==> config.mk <==
export PLATFORM = sky130hd
export DESIGN_NAME = rx_block_decoder_fsm_flat
export DESIGN_NICKNAME = d
export VERILOG_FILES = /design/src/rtl/pcs_rx_pkg.sv /design/src/rtl/rx_block_decoder_fsm_if.sv /design/src/rtl/rx_block_classifier.sv /design/src/rtl/rx_block_decoder_fsm.sv /design/src/flat_wrapper.sv
export SDC_FILE = /design/constraint.sdc
export NUM_CORES = 1
export LEC_CHECK = 0
export ABC_AREA = 1
export BUFFER_PORTS_ARGS = -buffer_cell sky130_fd_sc_hd__buf_2
export CORE_AREA = 3 3 94 96
export CTS_CLUSTER_DIAMETER = 100
export DETAILED_ROUTE_END_ITERATION = 6
export DIE_AREA = 0 0 97 99
export PLACE_DENSITY = 0.79
export SYNTH_ARGS = -nofsm -noshare
export SYNTH_HDL_FRONTEND = slang
export SYNTH_HIERARCHICAL = 1
export SYNTH_SLANG_ARGS = --single-unit
==> constraint.sdc <==
create_clock -name i_clock -period 2.9 [get_ports i_clock]
set_clock_uncertainty 0.1 [all_clocks]
set_input_delay 0.435 -clock i_clock [delete_from_list [all_inputs] [get_ports i_clock]]
set_output_delay 0.435 -clock i_clock [all_outputs]
set_load 0.05 [all_outputs]
==> src/rtl/pcs_rx_pkg.sv <==
// Shared 64b/66b receive-side constants: sync headers, block types, state codes
// and the canned blocks substituted by the decoder (PCS_IDLE also used by clock_comp_rx).
package pcs_rx_pkg;

  localparam logic [1:0] HDR_DATA = 2'b01;
  localparam logic [1:0] HDR_CTRL = 2'b10;

  localparam logic [7:0] BT_IDLE  = 8'hE0;
  localparam logic [7:0] BT_START = 8'h78;
  localparam logic [7:0] BT_TERM0 = 8'h87;
  localparam logic [7:0] BT_TERM1 = 8'h99;
  localparam logic [7:0] BT_TERM2 = 8'hAA;
  localparam logic [7:0] BT_TERM3 = 8'hB4;
  localparam logic [7:0] BT_TERM4 = 8'hCC;
  localparam logic [7:0] BT_TERM5 = 8'hD2;
  localparam logic [7:0] BT_TERM6 = 8'hE1;
  localparam logic [7:0] BT_TERM7 = 8'hFF;

  typedef enum logic [2:0] {
    BLK_C = 3'd0,
    BLK_S = 3'd1,
    BLK_D = 3'd2,
    BLK_T = 3'd3,
    BLK_E = 3'd4
  } blk_class_t;

  localparam logic [2:0] RX_INIT = 3'd0;
  localparam logic [2:0] RX_C    = 3'd1;
  localparam logic [2:0] RX_D    = 3'd2;
  localparam logic [2:0] RX_T    = 3'd3;
  localparam logic [2:0] RX_E    = 3'd4;

  localparam logic [65:0] PCS_IDLE   = 66'h2_E0_00000000000000;
  localparam logic [65:0] PCS_ERROR  = {HDR_CTRL, BT_IDLE, {8{7'h1E}}};
  // Local-fault ordered set: type 0x4B, seq data 00_00_01, O-code 0, idles in lanes 4..7.
  localparam logic [65:0] PCS_LFAULT = {HDR_CTRL, 8'h4B, 24'h00_0001, 4'h0, 28'h0};

endpackage

==> src/rtl/rx_block_decoder_fsm_if.sv <==
// Block bus between clock_comp_rx and the receive block decoder, plus decoder status.
// Handshake: i_valid qualifies i_data in the cycle it is high; there is no ready, the
// decoder accepts every qualified block. o_valid qualifies o_data the same way.
interface rx_block_decoder_fsm_if #(
  parameter int NB_DATA_CODED = 66,
  parameter int NB_ERR_CNT    = 16
);
  logic                     i_valid;
  logic                     i_block_lock;
  logic                     i_hi_ber;
  logic [NB_DATA_CODED-1:0] i_data;
  logic [NB_DATA_CODED-1:0] o_data;
  logic                     o_valid;
  logic                     o_fsm_control;
  logic [2:0]               o_state;
  logic [NB_ERR_CNT-1:0]    o_err_cnt;

  modport master (
    output i_valid, i_block_lock, i_hi_ber, i_data,
    input  o_data, o_valid, o_fsm_control, o_state, o_err_cnt
  );

  modport slave (
    input  i_valid, i_block_lock, i_hi_ber, i_data,
    output o_data, o_valid, o_fsm_control, o_state, o_err_cnt
  );
endinterface

==> src/rtl/rx_block_classifier.sv <==
// Combinational 66b block classifier: sync header + block type -> C/S/D/T/E class.
module rx_block_classifier
  import pcs_rx_pkg::*;
#(
  parameter int NB_DATA_CODED = 66
) (
  input  logic [NB_DATA_CODED-1:0] i_data,
  output blk_class_t               o_class
);
  logic [1:0] hdr;
  logic [7:0] btype;
  logic       unused_payload;

  assign hdr            = i_data[NB_DATA_CODED-1:NB_DATA_CODED-2];
  assign btype          = i_data[NB_DATA_CODED-3:NB_DATA_CODED-10];
  assign unused_payload = ^i_data[NB_DATA_CODED-11:0];

  always_comb begin
    o_class = BLK_E;
    if (hdr == HDR_DATA) begin
      o_class = BLK_D;
    end else if (hdr == HDR_CTRL) begin
      case (btype)
        BT_IDLE:  o_class = BLK_C;
        BT_START: o_class = BLK_S;
        BT_TERM0, BT_TERM1, BT_TERM2, BT_TERM3,
        BT_TERM4, BT_TERM5, BT_TERM6, BT_TERM7: o_class = BLK_T;
        default:  o_class = BLK_E;
      endcase
    end
  end
endmodule

==> src/rtl/rx_block_decoder_fsm.sv <==
// 64b/66b receive block-sequence checker: tracks the RX state machine, passes legal
// blocks, substitutes PCS_ERROR for illegal ones and counts the substitutions.
module rx_block_decoder_fsm
  import pcs_rx_pkg::*;
#(
  parameter int NB_DATA_CODED = 66,
  parameter int NB_ERR_CNT    = 16
) (
  input  logic                  i_clock,
  input  logic                  i_reset,
  input  logic                  i_rf_enable,
  rx_block_decoder_fsm_if.slave bus
);
  blk_class_t               blk_class;
  logic [2:0]               state;
  logic [2:0]               next_state;
  logic [NB_DATA_CODED-1:0] data_q;
  logic                     valid_q;
  logic [NB_ERR_CNT-1:0]    err_cnt;
  logic                     lock_ok;
  logic                     state_illegal;

  rx_block_classifier #(.NB_DATA_CODED(NB_DATA_CODED)) u_classifier (
    .i_data  (bus.i_data),
    .o_class (blk_class)
  );

  assign lock_ok       = bus.i_block_lock && !bus.i_hi_ber;
  assign state_illegal = (state > RX_E);

  always_comb begin
    next_state = RX_INIT;
    case (state)
      RX_INIT, RX_C, RX_T: begin
        if (blk_class == BLK_C)      next_state = RX_C;
        else if (blk_class == BLK_S) next_state = RX_D;
        else                         next_state = RX_E;
      end
      RX_D: begin
        if (blk_class == BLK_D)      next_state = RX_D;
        else if (blk_class == BLK_T) next_state = RX_T;
        else                         next_state = RX_E;
      end
      RX_E: begin
        if (blk_class == BLK_C)      next_state = RX_C;
        else if (blk_class == BLK_D) next_state = RX_D;
        else if (blk_class == BLK_T) next_state = RX_T;
        else                         next_state = RX_E;
      end
      default: next_state = RX_INIT;
    endcase
  end

  always_ff @(posedge i_clock) begin
    if (i_reset) begin
      state   <= RX_INIT;
      data_q  <= PCS_LFAULT;
      valid_q <= 1'b0;
      err_cnt <= '0;
    end else begin
      valid_q <= i_rf_enable && bus.i_valid;
      if (state_illegal) begin
        // Corrupted state register recovers regardless of enable.
        state <= RX_INIT;
      end else if (i_rf_enable) begin
        // Lock loss / high BER wins over any block, even an unqualified cycle.
        if (!lock_ok) begin
          state  <= RX_INIT;
          data_q <= PCS_LFAULT;
        end else if (bus.i_valid) begin
          state  <= next_state;
          data_q <= (next_state == RX_E) ? PCS_ERROR : bus.i_data;
          if ((next_state == RX_E) && (err_cnt != '1)) begin
            err_cnt <= err_cnt + 1'b1;
          end
        end
      end
    end
  end

  assign bus.o_data        = data_q;
  assign bus.o_valid       = valid_q;
  assign bus.o_state       = state;
  assign bus.o_err_cnt     = err_cnt;
  assign bus.o_fsm_control = (state == RX_C) || (state == RX_T);

endmodule

==> src/flat_wrapper.sv <==
// flat-port wrapper written by rule: the top's interface ports become plain ports
module rx_block_decoder_fsm_flat import pcs_rx_pkg::*;
#(
  parameter int NB_DATA_CODED = 66,
  parameter int NB_ERR_CNT    = 16
)
  (i_clock, i_reset, i_rf_enable, bus_i_valid, bus_i_block_lock, bus_i_hi_ber, bus_i_data, bus_o_data, bus_o_valid, bus_o_fsm_control, bus_o_state, bus_o_err_cnt);
  rx_block_decoder_fsm_if #(.NB_DATA_CODED(NB_DATA_CODED), .NB_ERR_CNT(NB_ERR_CNT)) bus_i ();
  input  logic i_clock;
  input  logic i_reset;
  input  logic i_rf_enable;
  input wire logic [$bits(bus_i.i_valid)-1:0] bus_i_valid;
  input wire logic [$bits(bus_i.i_block_lock)-1:0] bus_i_block_lock;
  input wire logic [$bits(bus_i.i_hi_ber)-1:0] bus_i_hi_ber;
  input wire logic [$bits(bus_i.i_data)-1:0] bus_i_data;
  output wire logic [$bits(bus_i.o_data)-1:0] bus_o_data;
  output wire logic [$bits(bus_i.o_valid)-1:0] bus_o_valid;
  output wire logic [$bits(bus_i.o_fsm_control)-1:0] bus_o_fsm_control;
  output wire logic [$bits(bus_i.o_state)-1:0] bus_o_state;
  output wire logic [$bits(bus_i.o_err_cnt)-1:0] bus_o_err_cnt;
  assign bus_i.i_valid = bus_i_valid;
  assign bus_i.i_block_lock = bus_i_block_lock;
  assign bus_i.i_hi_ber = bus_i_hi_ber;
  assign bus_i.i_data = bus_i_data;
  assign bus_o_data = bus_i.o_data;
  assign bus_o_valid = bus_i.o_valid;
  assign bus_o_fsm_control = bus_i.o_fsm_control;
  assign bus_o_state = bus_i.o_state;
  assign bus_o_err_cnt = bus_i.o_err_cnt;
  rx_block_decoder_fsm #(.NB_DATA_CODED(NB_DATA_CODED), .NB_ERR_CNT(NB_ERR_CNT)) u_core (.i_clock(i_clock), .i_reset(i_reset), .i_rf_enable(i_rf_enable), .bus(bus_i));
endmodule
### Word level (Yosys, flattened, before mapping)

Index checks and enable logic that the tools add are counted.

* register bits after elaboration: 86
* logic and storage cells: 56

* add/subtract/negate cells: 1
* $lt $le $gt $ge: 1
* equality and inequality tests: 22
* muxes and demuxes: 14
* bitwise logic cells: 1
* reductions and logical operators: 13

Operator list (count)
* 66-bit 2-to-1 mux: 3
* 8-bit == test (second input constant): 9
* 3-bit 2-to-1 mux: 9
* 3-bit case mux with 3 select lines: 2
* 16-bit by 1-bit adder with 16-bit output (second input constant): 1
* 16-bit inequality test (second input constant): 1
* 3-bit by 2-bit == test with 1-bit output (second input constant): 4
* 8-bit by 7-bit == test with 1-bit output (second input constant): 1
* 8-bit OR reduction: 1
* 3-bit by 1-bit == test with 1-bit output (second input constant): 2
* 3-bit == test (second input constant): 2
* 3-bit logical NOT: 2
* 5-bit AND reduction: 1
* 3-bit > comparator (second input constant): 1
* 1-bit logical AND: 3
* 3-bit AND reduction: 1
* 3-bit OR reduction: 1
* 2-bit by 1-bit == test with 1-bit output (second input constant): 1
* 2-bit == test (second input constant): 1
* 2-bit inequality test (second input constant): 1
* 2-bit AND reduction: 1
* 2-bit OR reduction: 1
* 1-bit logical NOT: 1
* 1-bit logical OR: 1
* 1-bit inverter: 1

### Longest topological paths before layout

* depth after elaboration: 14
* gate-level depth with buffers: 19

### Modules after synthesis

The synthesis kept the hierarchy.

By module, submodules not included
* rx_block_decoder_fsm: instances 1, cells an instance 490, area each 3696.0 um2, sequential area each 1721.7 um2
* rx_block_classifier: instances 1, cells an instance 63, area each 292.8 um2, sequential area each 0.0 um2

### Least setup slack after synthesis

No wires, ideal clock.

* path type: input to register
* from: input port bus_i_data[60]
* to: register u_core.err_cnt[6] (netlist: u_core/bus.o_err_cnt[6])
* setup time: 70 ps
* data arrival time: 1966 ps
* required time: 2730 ps
* setup slack: 764 ps
* cell stages on the path: 17
* path buffers: 2
* cells stage by stage: inv_1 > nand2_1 > nor2_1 > nand2_2 > nand2_2 > nor2_4 > a31oi_1 > inv_1 > o21bai_1 > nand2_1 > nand3_2 > buf_6 > nand2_2 > nor2_4 > buf_6 > nand2_1 > a21oi_2

* cells in the longest elaborated chain, start to end: 13
* elaborated cells between the ends (all ways): 27
* classes of those cells: eq/ne: 14; mux: 9; reduce/logical: 4

RTL lines
* start: declaration: line flat_wrapper.sv:15 `input wire logic [$bits(bus_i.i_data)-1:0] bus_i_data;`
* 8-bit == test: line rx_block_classifier.sv:23 `case (btype)`
* 8-bit OR reduction: line rx_block_classifier.sv:23
* 3-bit case mux with 3 select lines (*): line rx_block_classifier.sv:23
* 3-bit 2-to-1 mux (*): line rx_block_classifier.sv:22 `end else if (hdr == HDR_CTRL) begin`
* 3-bit 2-to-1 mux (*): line rx_block_classifier.sv:20 `if (hdr == HDR_DATA) begin`
* net u_core.blk_class[0]: line rx_block_decoder_fsm.sv:14 `blk_class_t blk_class;`
* 3-bit by 2-bit == test with 1-bit output: line rx_block_decoder_fsm.sv:41, rx_block_decoder_fsm.sv:47
* 3-bit 2-to-1 mux: line rx_block_decoder_fsm.sv:41, rx_block_decoder_fsm.sv:47
* 3-bit 2-to-1 mux: line rx_block_decoder_fsm.sv:46 `else if (blk_class == BLK_D) next_state = RX_D;`
* 3-bit 2-to-1 mux: line rx_block_decoder_fsm.sv:45 `if (blk_class == BLK_C) next_state = RX_C;`
* 3-bit case mux with 3 select lines (*): line rx_block_decoder_fsm.sv:33 `case (state)`
* 3-bit == test (*): line rx_block_decoder_fsm.sv:73 `if ((next_state == RX_E) && (err_cnt != '1)) begin`
* 1-bit logical AND (*): line rx_block_decoder_fsm.sv:73
* 5-bit AND reduction (no line) (*)
* end signal: assignment: line rx_block_decoder_fsm.sv:74 `err_cnt <= err_cnt + 1'b1;`
* end: declaration: line rx_block_decoder_fsm.sv:19 `logic [NB_ERR_CNT-1:0] err_cnt;`

Mark *: on every way through the listed nets, which the timed path passes. The rest lies on a longest branch.
A chain may end at the register's enable or synchronous reset.

### Final worst setup path

* from: input port bus_i_data[60]
* to: register u_core.data_q[0] (netlist: u_core/bus.o_data[0])

* cells in the longest elaborated chain, start to end: 14
* elaborated cells between the ends (all ways): 28
* classes of those cells: eq/ne: 14; mux: 12; reduce/logical: 2

RTL lines
* 8-bit == test: line rx_block_classifier.sv:23
* 8-bit OR reduction: line rx_block_classifier.sv:23
* 3-bit case mux with 3 select lines (*): line rx_block_classifier.sv:23
* 3-bit 2-to-1 mux (*): line rx_block_classifier.sv:22
* 3-bit 2-to-1 mux (*): line rx_block_classifier.sv:20
* net u_core.blk_class[2]: line rx_block_decoder_fsm.sv:14
* 3-bit by 2-bit == test with 1-bit output: line rx_block_decoder_fsm.sv:41, rx_block_decoder_fsm.sv:47
* 3-bit 2-to-1 mux: line rx_block_decoder_fsm.sv:41, rx_block_decoder_fsm.sv:47
* 3-bit 2-to-1 mux: line rx_block_decoder_fsm.sv:46
* 3-bit 2-to-1 mux: line rx_block_decoder_fsm.sv:45
* 3-bit case mux with 3 select lines (*): line rx_block_decoder_fsm.sv:33
* 3-bit == test (*): line rx_block_decoder_fsm.sv:72 `data_q <= (next_state == RX_E) ? PCS_ERROR : bus.i_data;`
* 66-bit 2-to-1 mux (*): line rx_block_decoder_fsm.sv:72
* 66-bit 2-to-1 mux (*): line rx_block_decoder_fsm.sv:70 `end else if (bus.i_valid) begin`
* 66-bit 2-to-1 mux (*): line rx_block_decoder_fsm.sv:67 `if (!lock_ok) begin`
* end signal: assignment: line rx_block_decoder_fsm.sv:72
* end: declaration: line rx_block_decoder_fsm.sv:17 `logic [NB_DATA_CODED-1:0] data_q;`

Mark *: on every way through the listed nets, which the timed path passes. The rest lies on a longest branch. The select of a mux whose other input is x is not followed.

==> impl_metrics.py <==
metrics = {
    "status": {
        "status": "finished clean",
    },
    "timing": {
        "relSlewSlack": 0.575,
        "hold_viol": 0,
        "worstMarginPinSlew_ns": 0.637,
        "setup_ws_ns": 0.582,
        "finalMaxSlewViolations": 0,
        "fmax_ghz": 0.431,
        "period_share": 0.799,
        "tns_ns": 0,
        "min_period_ns": 2.32,
        "finalSetupViolCount": 0,
        "rsz0062_at_grt": "false",
    },
    "yosys": {
        "ys_ff_latch": 86,
        "synth_cell_types": 35,
        "synth_area_per_cell_sq_um": 7.21,
        "yosysMostFrequentCell": "nand2_1",
        "ys_seq_area_frac": 0.432,
        "ys_warn_count": 6,
        "synth_top_area_share": 0.432,
        "synth_ff_type": "dfxtp_1",
        "syn_inst": 553,
        "netlist.top_cell.by_area": "dfxtp_1",
        "ys_async_sr_fraction": 0,
        "yosys-top-cells-count": "168 x nand2_1, 86 x dfxtp_1, 69 x a21oi_1, 48 x o21ai_0, 36 x nor2_1",
        "syn-num-nets": 626,
        "syn_area_sq_mm": 0.00399,
        "synth_edf_count": 0,
        "yosys-top-cells-area": "dfxtp_1 43%, nand2_1 16%, a21oi_1 8.7%",
    },
    "layout": {
        "diodes": 0,
        "fill_cells": 749,
        "finish.utilization": 0.619,
        "instances_no_fill": 808,
        "area_delta_synth_final_pct": 26.2,
        "drive_gt1_frac": 0.324,
        "num-nets-final": 771,
    },
    "setup_path": {
        "cp-start-kind": "input port",
        "endpoint": "u_core/bus.o_data[0]",
        "end_kind": "flop",
        "required_ns": 3.06,
        "path_max_fanout": 26,
        "worstSetupStartpoint": "bus_i_data[60]",
        "r2r-end": "u_core/bus.o_err_cnt[12]",
        "worstPathArrival_ns": 2.48,
        "reg2reg_from": "u_core/bus.o_state[0]",
        "setup.worst_path.class": "in2reg",
        "rrSetupSlack_ns": 1.00,
        "r2r_cells": 8,
    },
    "placement": {
        "portBuffers": 158,
        "place.detailed.hpwl_mm": 8.13,
        "place.gp.congestion": 0.935,
        "dp.cells": 792,
        "pre_cts_slack_ns": 0.230,
    },
    "clock_tree": {
        "tritoncts": "built",
        "clock-sinks": 86,
        "cts_resized": 0,
        "cts_buffer_depth": 2,
        "cts_buffers": 9,
        "cts_root_buf": "clkbuf_8",
        "htree_levels": 3,
        "postCtsSetupBuffers": 0,
        "clk_pin_slew_worst_paths_ns": 0.09,
        "clk_latency_ns": 0.34,
        "hold_buffers": 0,
    },
    "power": {
        "p_per_area_mw_per_mm2": 482,
        "p_leak_nw": 2.27,
        "ir_drop_mv": 0.237,
    },
    "global_routing": {
        "grt_max_degree": 67,
        "grt-ovfl-total": 0,
        "grt.total_usage": 0.228,
        "grt_pass1_vias": 3921,
        "antenna_found_initial": 0,
        "grt_first_pass_wirelength_mm": 18.2,
    },
    "detailed_routing": {
        "ant_nets": 0,
        "wirelength_mm": 11.2,
        "first_pass_iters": 5,
        "vias": 4146,
        "vias_per_cell": 5.13,
        "drc": 0,
        "routedWlPerCell_um": 13.9,
        "drt_iter0_markers": 158,
    },
    "floorplanning": {
        "start_util": 0.490,
        "rows": 33,
        "core_sq_mm": 0.00813,
        "io_pins": 159,
        "die-area_sq_mm": 0.00960,
        "fp.dieH_um": 99,
        "die_w_um": 97,
    },
    "flow_run": {
        "drv_cap": 0,
    },
    "min_path": {
        "min_path_type": "in2reg",
    },
}
[state kept, by name (all words and copies together) (netlist names)]
signal / cells
u_core/bus.o_valid: 1
u_core/bus.o_data: 66
u_core/bus.o_state: 3
u_core/bus.o_err_cnt: 16
[metal layers]
layer	vias to the layer above	share of wire	track usage
met4	0	0.024	0.103
met1	1883	0.41	0.276
met3	23	0.062	0.0410
met2	159	0.50	0.395
met5	-	0	0
li1	2081	-	-
[cells in the final DEF (no fill, tap or decap), types with 4 or more instances in the layout]
| cell | instances |
|---|---|
| nand3_1 | 10 |
| nand2_1 | 168 |
| buf_2 | 158 |
| nor2_1 | 36 |
| inv_1 | 25 |
| xnor2_1 | 5 |
| o21ai_0 | 48 |
| nand2_2 | 15 |
| a21oi_1 | 69 |
| nand4_1 | 13 |
| clkbuf_8 | 9 |
| inv_2 | 10 |
| dfxtp_1 | 86 |
| nor3_1 | 4 |
| a21oi_2 | 11 |
[kinds of logic after synthesis]
logic type | count (synthesis) | share of synthesized area
flops | 86 | 0.432
compound gates | 135 | 0.182
simple gates | 258 | 0.290
xor+xnor | 8 | 0.0176
fa+ha+maj | 1 | 0.00314
buf+inv | 65 | 0.0759
[metrics by stage]
step / hold WS (ns) / instance area [sq um] / total power (W)
3_3_place_gp: 0.350 / 4810 / 0.00151
3_5_place_dp: 0.353 / 4810 / 0.00151
6_report: 0.226 / 5030 / 0.00243
5_1_grt: 0.214 / 5030 / 0.00252
2_1_floorplan: 0.478 / 3990 / 0.00141
4_1_cts: 0.209 / 5030 / 0.00245
[how the worst min path moves through the flow]
stage / start / to / slack, ns / cells past startpoint
after floorplan: bus_i_data[12] / u_core/bus.o_data[12] / 0.48 / 2
after global placement: u_core/bus.o_data[26] / u_core/bus.o_data[26] / 0.35 / 2
after detailed placement: u_core/bus.o_data[61] / u_core/bus.o_data[61] / 0.35 / 2
after CTS: bus_i_data[42] / u_core/bus.o_data[42] / 0.21 / 3
after global routing: bus_i_data[42] / u_core/bus.o_data[42] / 0.21 / 3
final: bus_i_data[42] / u_core/bus.o_data[42] / 0.23 / 3
[worst max-delay path, cell delays in order]
cell	delay [ns]
buf_2	0.12
inv_1	0.06
nand2_1	0.07
nor2_1	0.16
nand4_1	0.10
o21ai_0	0.21
a21oi_2	0.06
inv_1	0.07
nand2_1	0.09
nand3_1	0.10
nand3_2	0.20
buf_4	0.23
nor2_8	0.31
nand2_1	0.11
a21oi_1	0.15
[power by group]
part	total (W)	leakage [nW]	internal, W	switching (W)
registers	0.00121	0.696	0.00120	0.00000931
clock network	0.000940	0.111	0.000496	0.000444
logic	0.000278	1.47	0.0000829	0.000195
[final cells by class]
class	count	area, sq um	share of cell area
Inverter	36	138	0.0273
Sequential cell	86	1720	0.342
Clock inverter	7	103	0.0204
Multi-Input combinational cell	402	1960	0.390
Timing Repair Buffer	163	853	0.169
Clock buffer	9	124	0.0246
Tap cell	105	131	0.0261
Note: power is estimated with default switching activity, not from simulation.
